`config.mk`:
```
export PLATFORM = sky130hd
export DESIGN_NAME = fetch_stage_flat
export DESIGN_NICKNAME = d
export VERILOG_FILES = /design/src/rtl/fetch_stage_if.sv /design/src/rtl/fetch_stage.sv /design/src/flat_wrapper.sv
export SDC_FILE = /design/constraint.sdc
export NUM_CORES = 1
export LEC_CHECK = 0
export ABC_AREA = 1
export CORE_AREA = 2 2 103 105
export CTS_CLUSTER_DIAMETER = 150
export DETAILED_ROUTE_END_ITERATION = 12
export DIE_AREA = 0 0 105 107
export GPL_TIMING_DRIVEN = 0
export HOLD_SLACK_MARGIN = 0.03
export PLACE_DENSITY = 0.83
export SLEW_MARGIN = 20
export SYNTH_ARGS = -nofsm -noshare
export SYNTH_HDL_FRONTEND = slang
export SYNTH_SLANG_ARGS = --single-unit
export TNS_END_PERCENT = 10
```
`constraint.sdc`:
```
create_clock -name clk -period 2.3 [get_ports clk]
set_clock_uncertainty 0.15 [all_clocks]
set_input_delay 0.575 -clock clk [delete_from_list [all_inputs] [get_ports clk]]
set_output_delay 0.575 -clock clk [all_outputs]
set_load 0.01 [all_outputs]
```
`src/rtl/fetch_stage_if.sv`:
```
// rtl/fetch_stage_if.sv - fetch stage control, imem and IF/ID bundle
// stall_count/flush_count members exist only with FETCH_PERF_CNT_EN.
interface fetch_stage_if #(
  parameter int N = 32
);
  logic         freeze;
  logic         branch_taken;
  logic [N-1:0] branch_addr;
  logic         flush;
  logic [N-1:0] instruction_in;
  logic [N-1:0] pc_out;
  logic [N-1:0] if_id_pc;
  logic [N-1:0] if_id_instruction;
  logic         if_id_valid;
`ifdef FETCH_PERF_CNT_EN
  logic [N-1:0] stall_count;
  logic [N-1:0] flush_count;
`endif

  modport master (
    input  freeze, branch_taken, branch_addr, flush, instruction_in,
    output pc_out, if_id_pc, if_id_instruction, if_id_valid
`ifdef FETCH_PERF_CNT_EN
    , output stall_count, flush_count
`endif
  );

  modport slave (
    output freeze, branch_taken, branch_addr, flush, instruction_in,
    input  pc_out, if_id_pc, if_id_instruction, if_id_valid
`ifdef FETCH_PERF_CNT_EN
    , input stall_count, flush_count
`endif
  );
endinterface

```
`src/rtl/fetch_stage.sv`:
```
// rtl/fetch_stage.sv - instruction fetch: PC register and IF/ID pipeline register
// Optional saturating stall/flush counters enabled by FETCH_PERF_CNT_EN.
module fetch_stage #(
  parameter int           N        = 32,
  parameter logic [N-1:0] RESET_PC = '0
) (
  input logic            clk,
  input logic            rst,
  fetch_stage_if.master  bus
);
  logic [N-1:0] pc;
  logic [N-1:0] pc_plus4;
  logic [N-1:0] target;
  logic [N-1:0] if_id_pc_q;
  logic [N-1:0] if_id_instr_q;
  logic         if_id_valid_q;

  assign pc_plus4 = pc + N'(4);
  // Branch targets are forced word-aligned; low address bits are ignored.
  assign target   = bus.branch_addr & ~N'(3);

  always_ff @(posedge clk) begin
    if (rst) begin
      pc <= RESET_PC;
    end else if (bus.branch_taken) begin
      pc <= target;
    end else if (!bus.freeze) begin
      pc <= pc_plus4;
    end
  end

  always_ff @(posedge clk) begin
    if (rst || bus.flush) begin
      if_id_pc_q    <= '0;
      if_id_instr_q <= '0;
      if_id_valid_q <= 1'b0;
    end else if (!bus.freeze) begin
      if_id_pc_q    <= pc_plus4;
      if_id_instr_q <= bus.instruction_in;
      if_id_valid_q <= 1'b1;
    end
  end

  assign bus.pc_out            = pc;
  assign bus.if_id_pc          = if_id_pc_q;
  assign bus.if_id_instruction = if_id_instr_q;
  assign bus.if_id_valid       = if_id_valid_q;

`ifdef FETCH_PERF_CNT_EN
  logic [N-1:0] stall_cnt;
  logic [N-1:0] flush_cnt;

  // A flushed cycle counts as a flush only, even if freeze is also high.
  always_ff @(posedge clk) begin
    if (rst) begin
      stall_cnt <= '0;
      flush_cnt <= '0;
    end else begin
      if (bus.flush) begin
        if (flush_cnt != '1) flush_cnt <= flush_cnt + N'(1);
      end else if (bus.freeze) begin
        if (stall_cnt != '1) stall_cnt <= stall_cnt + N'(1);
      end
    end
  end

  assign bus.stall_count = stall_cnt;
  assign bus.flush_count = flush_cnt;
`endif
endmodule

```
`src/flat_wrapper.sv`:
```
// flat-port wrapper written by rule: the top's interface ports become plain ports
module fetch_stage_flat 
#(
  parameter int           N        = 32,
  parameter logic [N-1:0] RESET_PC = '0
)
  (clk, rst, bus_freeze, bus_branch_taken, bus_branch_addr, bus_flush, bus_instruction_in, bus_pc_out, bus_if_id_pc, bus_if_id_instruction, bus_if_id_valid);
  fetch_stage_if #(.N(N)) bus_i ();
  input logic clk;
  input logic rst;
  input wire logic [$bits(bus_i.freeze)-1:0] bus_freeze;
  input wire logic [$bits(bus_i.branch_taken)-1:0] bus_branch_taken;
  input wire logic [$bits(bus_i.branch_addr)-1:0] bus_branch_addr;
  input wire logic [$bits(bus_i.flush)-1:0] bus_flush;
  input wire logic [$bits(bus_i.instruction_in)-1:0] bus_instruction_in;
  output wire logic [$bits(bus_i.pc_out)-1:0] bus_pc_out;
  output wire logic [$bits(bus_i.if_id_pc)-1:0] bus_if_id_pc;
  output wire logic [$bits(bus_i.if_id_instruction)-1:0] bus_if_id_instruction;
  output wire logic [$bits(bus_i.if_id_valid)-1:0] bus_if_id_valid;
  assign bus_i.freeze = bus_freeze;
  assign bus_i.branch_taken = bus_branch_taken;
  assign bus_i.branch_addr = bus_branch_addr;
  assign bus_i.flush = bus_flush;
  assign bus_i.instruction_in = bus_instruction_in;
  assign bus_pc_out = bus_i.pc_out;
  assign bus_if_id_pc = bus_i.if_id_pc;
  assign bus_if_id_instruction = bus_i.if_id_instruction;
  assign bus_if_id_valid = bus_i.if_id_valid;
  fetch_stage #(.N(N), .RESET_PC(RESET_PC)) u_core (.clk(clk), .rst(rst), .bus(bus_i));
endmodule
```
==> flow_metrics.tcl <==
set metrics [dict create \
    ys_ff_latch 93 \
    cts-buffers-inserted 9 \
    first_global_vias 4887 \
    finalSetupViolCount 0 \
    final_cell_mix "nand2_1 (207), clkdlybuf4s50_1 (158), dfxtp_1 (93), a21oi_1 (78), inv_1 (50)" \
    worstReg2RegEnd "u_core.bus.pc_out[12]" \
    fin_crit_ps 2208 \
    final_cells 959 \
    row_count 37 \
    seq_area_frac_synth 0.4212 \
    fp.dieArea_um2 11240 \
    rr_startpoint "u_core.bus.pc_out[2]" \
    clockRootBuffer "clkbuf_8" \
    wl_per_cell_um 15.41 \
    grt_max_degree 17 \
    firstDrtPassIters 5 \
    use_met3 0.07660 \
    hpwl_mm 11.71 \
    reg2regPathDepth 10 \
    clkTransAtPathRegs_ps 100 \
    antenna_left 0 \
    syn_area_per_cell_um2 6.832 \
    overflow 0 \
    worst-path-buf-inv 1 \
    syn_inst 647 \
    io-pin-count 166 \
    area.growth.synth_to_final_pct 44.30 \
    setup_ws_ps 91.65 \
    synth_area_um2 4420 \
    tightest_slew_ps 589.3 \
    tritoncts "built" \
    rsz0062_at_grt "false" \
    hold_class "reg2reg" \
    tns_ps 0 \
    max_freq_ghz 0.4528 \
    routed_wl_mm 14.77 \
    vias 4929 \
    cts.sinks 93 \
    gp_congestion 0.9738 \
    drc 0 \
    grt_pass1_wl_mm 23.84 \
    top_usage_layer "met2" \
    required_ps 1570 \
    grt.met1_usage 0.3096 \
    placedCellCount 944 \
    antenna_found_initial 0 \
    finalHoldViolCount 0 \
    die_w_um 105 \
    status "complete, no violations" \
    powerDensity_nw_per_um2 535.7 \
    synth_edf_count 0 \
    ys.flop_type "dfxtp_1" \
    timing.final.max_slew_violations 0 \
    utilization 0.6320 \
    hold_slack_ps 319.7 \
    cp-start-kind "flop" \
    drt_iter0_markers 265 \
    endpoint_kind "primary output" \
    crit_type "reg2out" \
    chipHeight_um 107 \
    path_cells "clkdlybuf4s50_1" \
    drv_cap 0 \
    initial_core_util 0.4380 \
    port_buffers 158 \
    crit_family "buffers and inverters" \
    finalPower_mw 3.417 \
    fin_nets 889 \
    place_ws_ps -248.9 \
    grtUsageTotal 0.2659 \
    yosys_warnings 0 \
    final_common_cell "nand2_1" \
    clock_latency_ps 360 \
    placed_area_um2 6183 \
    post-cts-setup-buffers 0 \
    ctsHoldBuffers 0 \
    cts_htree_levels 3 \
    core-area_um2 10090 \
    drive_gt1_frac 0.06683 \
    stdcell_area_um2 6379 \
    post-route-period-util 0.9602 \
    synthArstFlopShare 0 \
    n_antenna_cell 0 \
    post_drt_via_cell_ratio 5.140 \
    slew_headroom 0.6071 \
    ctsResizeCount 0 \
    worst-path-stages 1 \
    leakagePower_nw 2.305 \
    worstPathArrival_ps 1480 \
    clk_path_buf_depth 2 \
    ys_types 31 \
    met2_usage 0.4680 \
    timing.critical_path.to "bus_pc_out[17]" \
    critPathLaunch "u_core.bus.pc_out[17]" \
    cp_slowest_cell "clkdlybuf4s50_1" \
    ir_drop_mv 0.3658 \
    slowest_delay_ps 610 \
    reg2reg_slack_ps 400 \
    path_max_fanout 5 \
]
[cell type report]
| cell class | count | area, µm² |
|---|---|---|
| Sequential cell | 93 | 1862 |
| Tap cell | 136 | 170.2 |
| Inverter | 53 | 198.9 |
| Clock buffer | 9 | 123.9 |
| Clock inverter | 6 | 71.32 |
| Buffer | 37 | 165.2 |
| Timing Repair Buffer | 158 | 1582 |
| Multi-Input combinational cell | 467 | 2206 |
| Fill cell | 963 | 3714 |
[worst min-delay path, cell delays in order, from the launching register on]
cell     delay [ps]
dfxtp_1         320
nand2_1          60
a21oi_1          50
[worst min-delay path by stage]
stage | start | end | slack [ps] | cells past startpoint
final | u_core.bus.if_id_instruction[22] | u_core.bus.if_id_instruction[22] | 320 | 2
after CTS | u_core.bus.if_id_pc[25] | u_core.bus.if_id_pc[25] | 320 | 2
after floorplan | u_core.bus.if_id_instruction[0] | u_core.bus.if_id_instruction[0] | 340 | 2
after global routing | u_core.bus.if_id_instruction[22] | u_core.bus.if_id_instruction[22] | 340 | 2
after global placement | u_core.bus.if_id_instruction[21] | u_core.bus.if_id_instruction[21] | 300 | 2
after detailed placement | u_core.bus.if_id_pc[25] | u_core.bus.if_id_pc[25] | 300 | 2
[synthesized netlist by cell type, types with 2 or more instances]
| library cell | n | area share |
|---|---|---|
| a21oi_1 | 78 | 0.088 |
| nand3b_1 | 2 | 0.0034 |
| xor2_1 | 3 | 0.0059 |
| xor2_2 | 2 | 0.0074 |
| nand4_1 | 15 | 0.021 |
| nor2_2 | 4 | 0.0057 |
| o21a_1 | 5 | 0.0085 |
| a22o_1 | 3 | 0.0059 |
| o21ai_0 | 16 | 0.018 |
| buf_2 | 9 | 0.010 |
| nor2_1 | 49 | 0.042 |
| clkbuf_1 | 15 | 0.013 |
| inv_1 | 50 | 0.042 |
| and2_1 | 2 | 0.0028 |
| nor2_4 | 10 | 0.025 |
| buf_4 | 4 | 0.0068 |
| o21ai_1 | 13 | 0.015 |
| a31oi_1 | 5 | 0.0071 |
| nand2_2 | 3 | 0.0042 |
| dfxtp_1 | 93 | 0.42 |
| nand2_4 | 2 | 0.0051 |
| inv_2 | 3 | 0.0025 |
| nand3_1 | 38 | 0.043 |
| or2_2 | 2 | 0.0028 |
| nand2_1 | 207 | 0.18 |
| buf_1 | 9 | 0.0076 |
[report_power, final]
group | switching (mW) | total (mW) | internal, mW
clock | 0.622 | 1.13 | 0.511
combinational | 0.274 | 0.554 | 0.280
sequential | 0.0621 | 1.73 | 1.67
total | 0.958 | 3.42 | 2.46
[routing by layer]
metal | vias to the layer above | part of all wire
met5 | - | 0
met1 | 2270 | 0.41
met4 | 0 | 0.029
met3 | 30 | 0.086
li1 | 2418 | -
met2 | 211 | 0.48
[sequential cells by signal (all words and copies together) (netlist names)]
signal	count
u_core.bus.if_id_instruction	32
u_core.bus.if_id_pc	30
u_core.bus.pc_out	30
u_core.bus.if_id_valid	1
[kinds of logic (layout without fill, tap and decap cells)]
family                     after synthesis  after routing  synth area share
AOI/OAI and AO/OA                      122            122            0.1463
adders and majority gates                1              1          0.002830
buffers and inverters                   90            263           0.08236
DFF                                     93             93            0.4212
other                                    1              4         0.0008483
and+or+nand+nor                        334            334            0.3312
xor gates and xnor gates                 6              6           0.01529
Power figures use the tool's default switching activity.
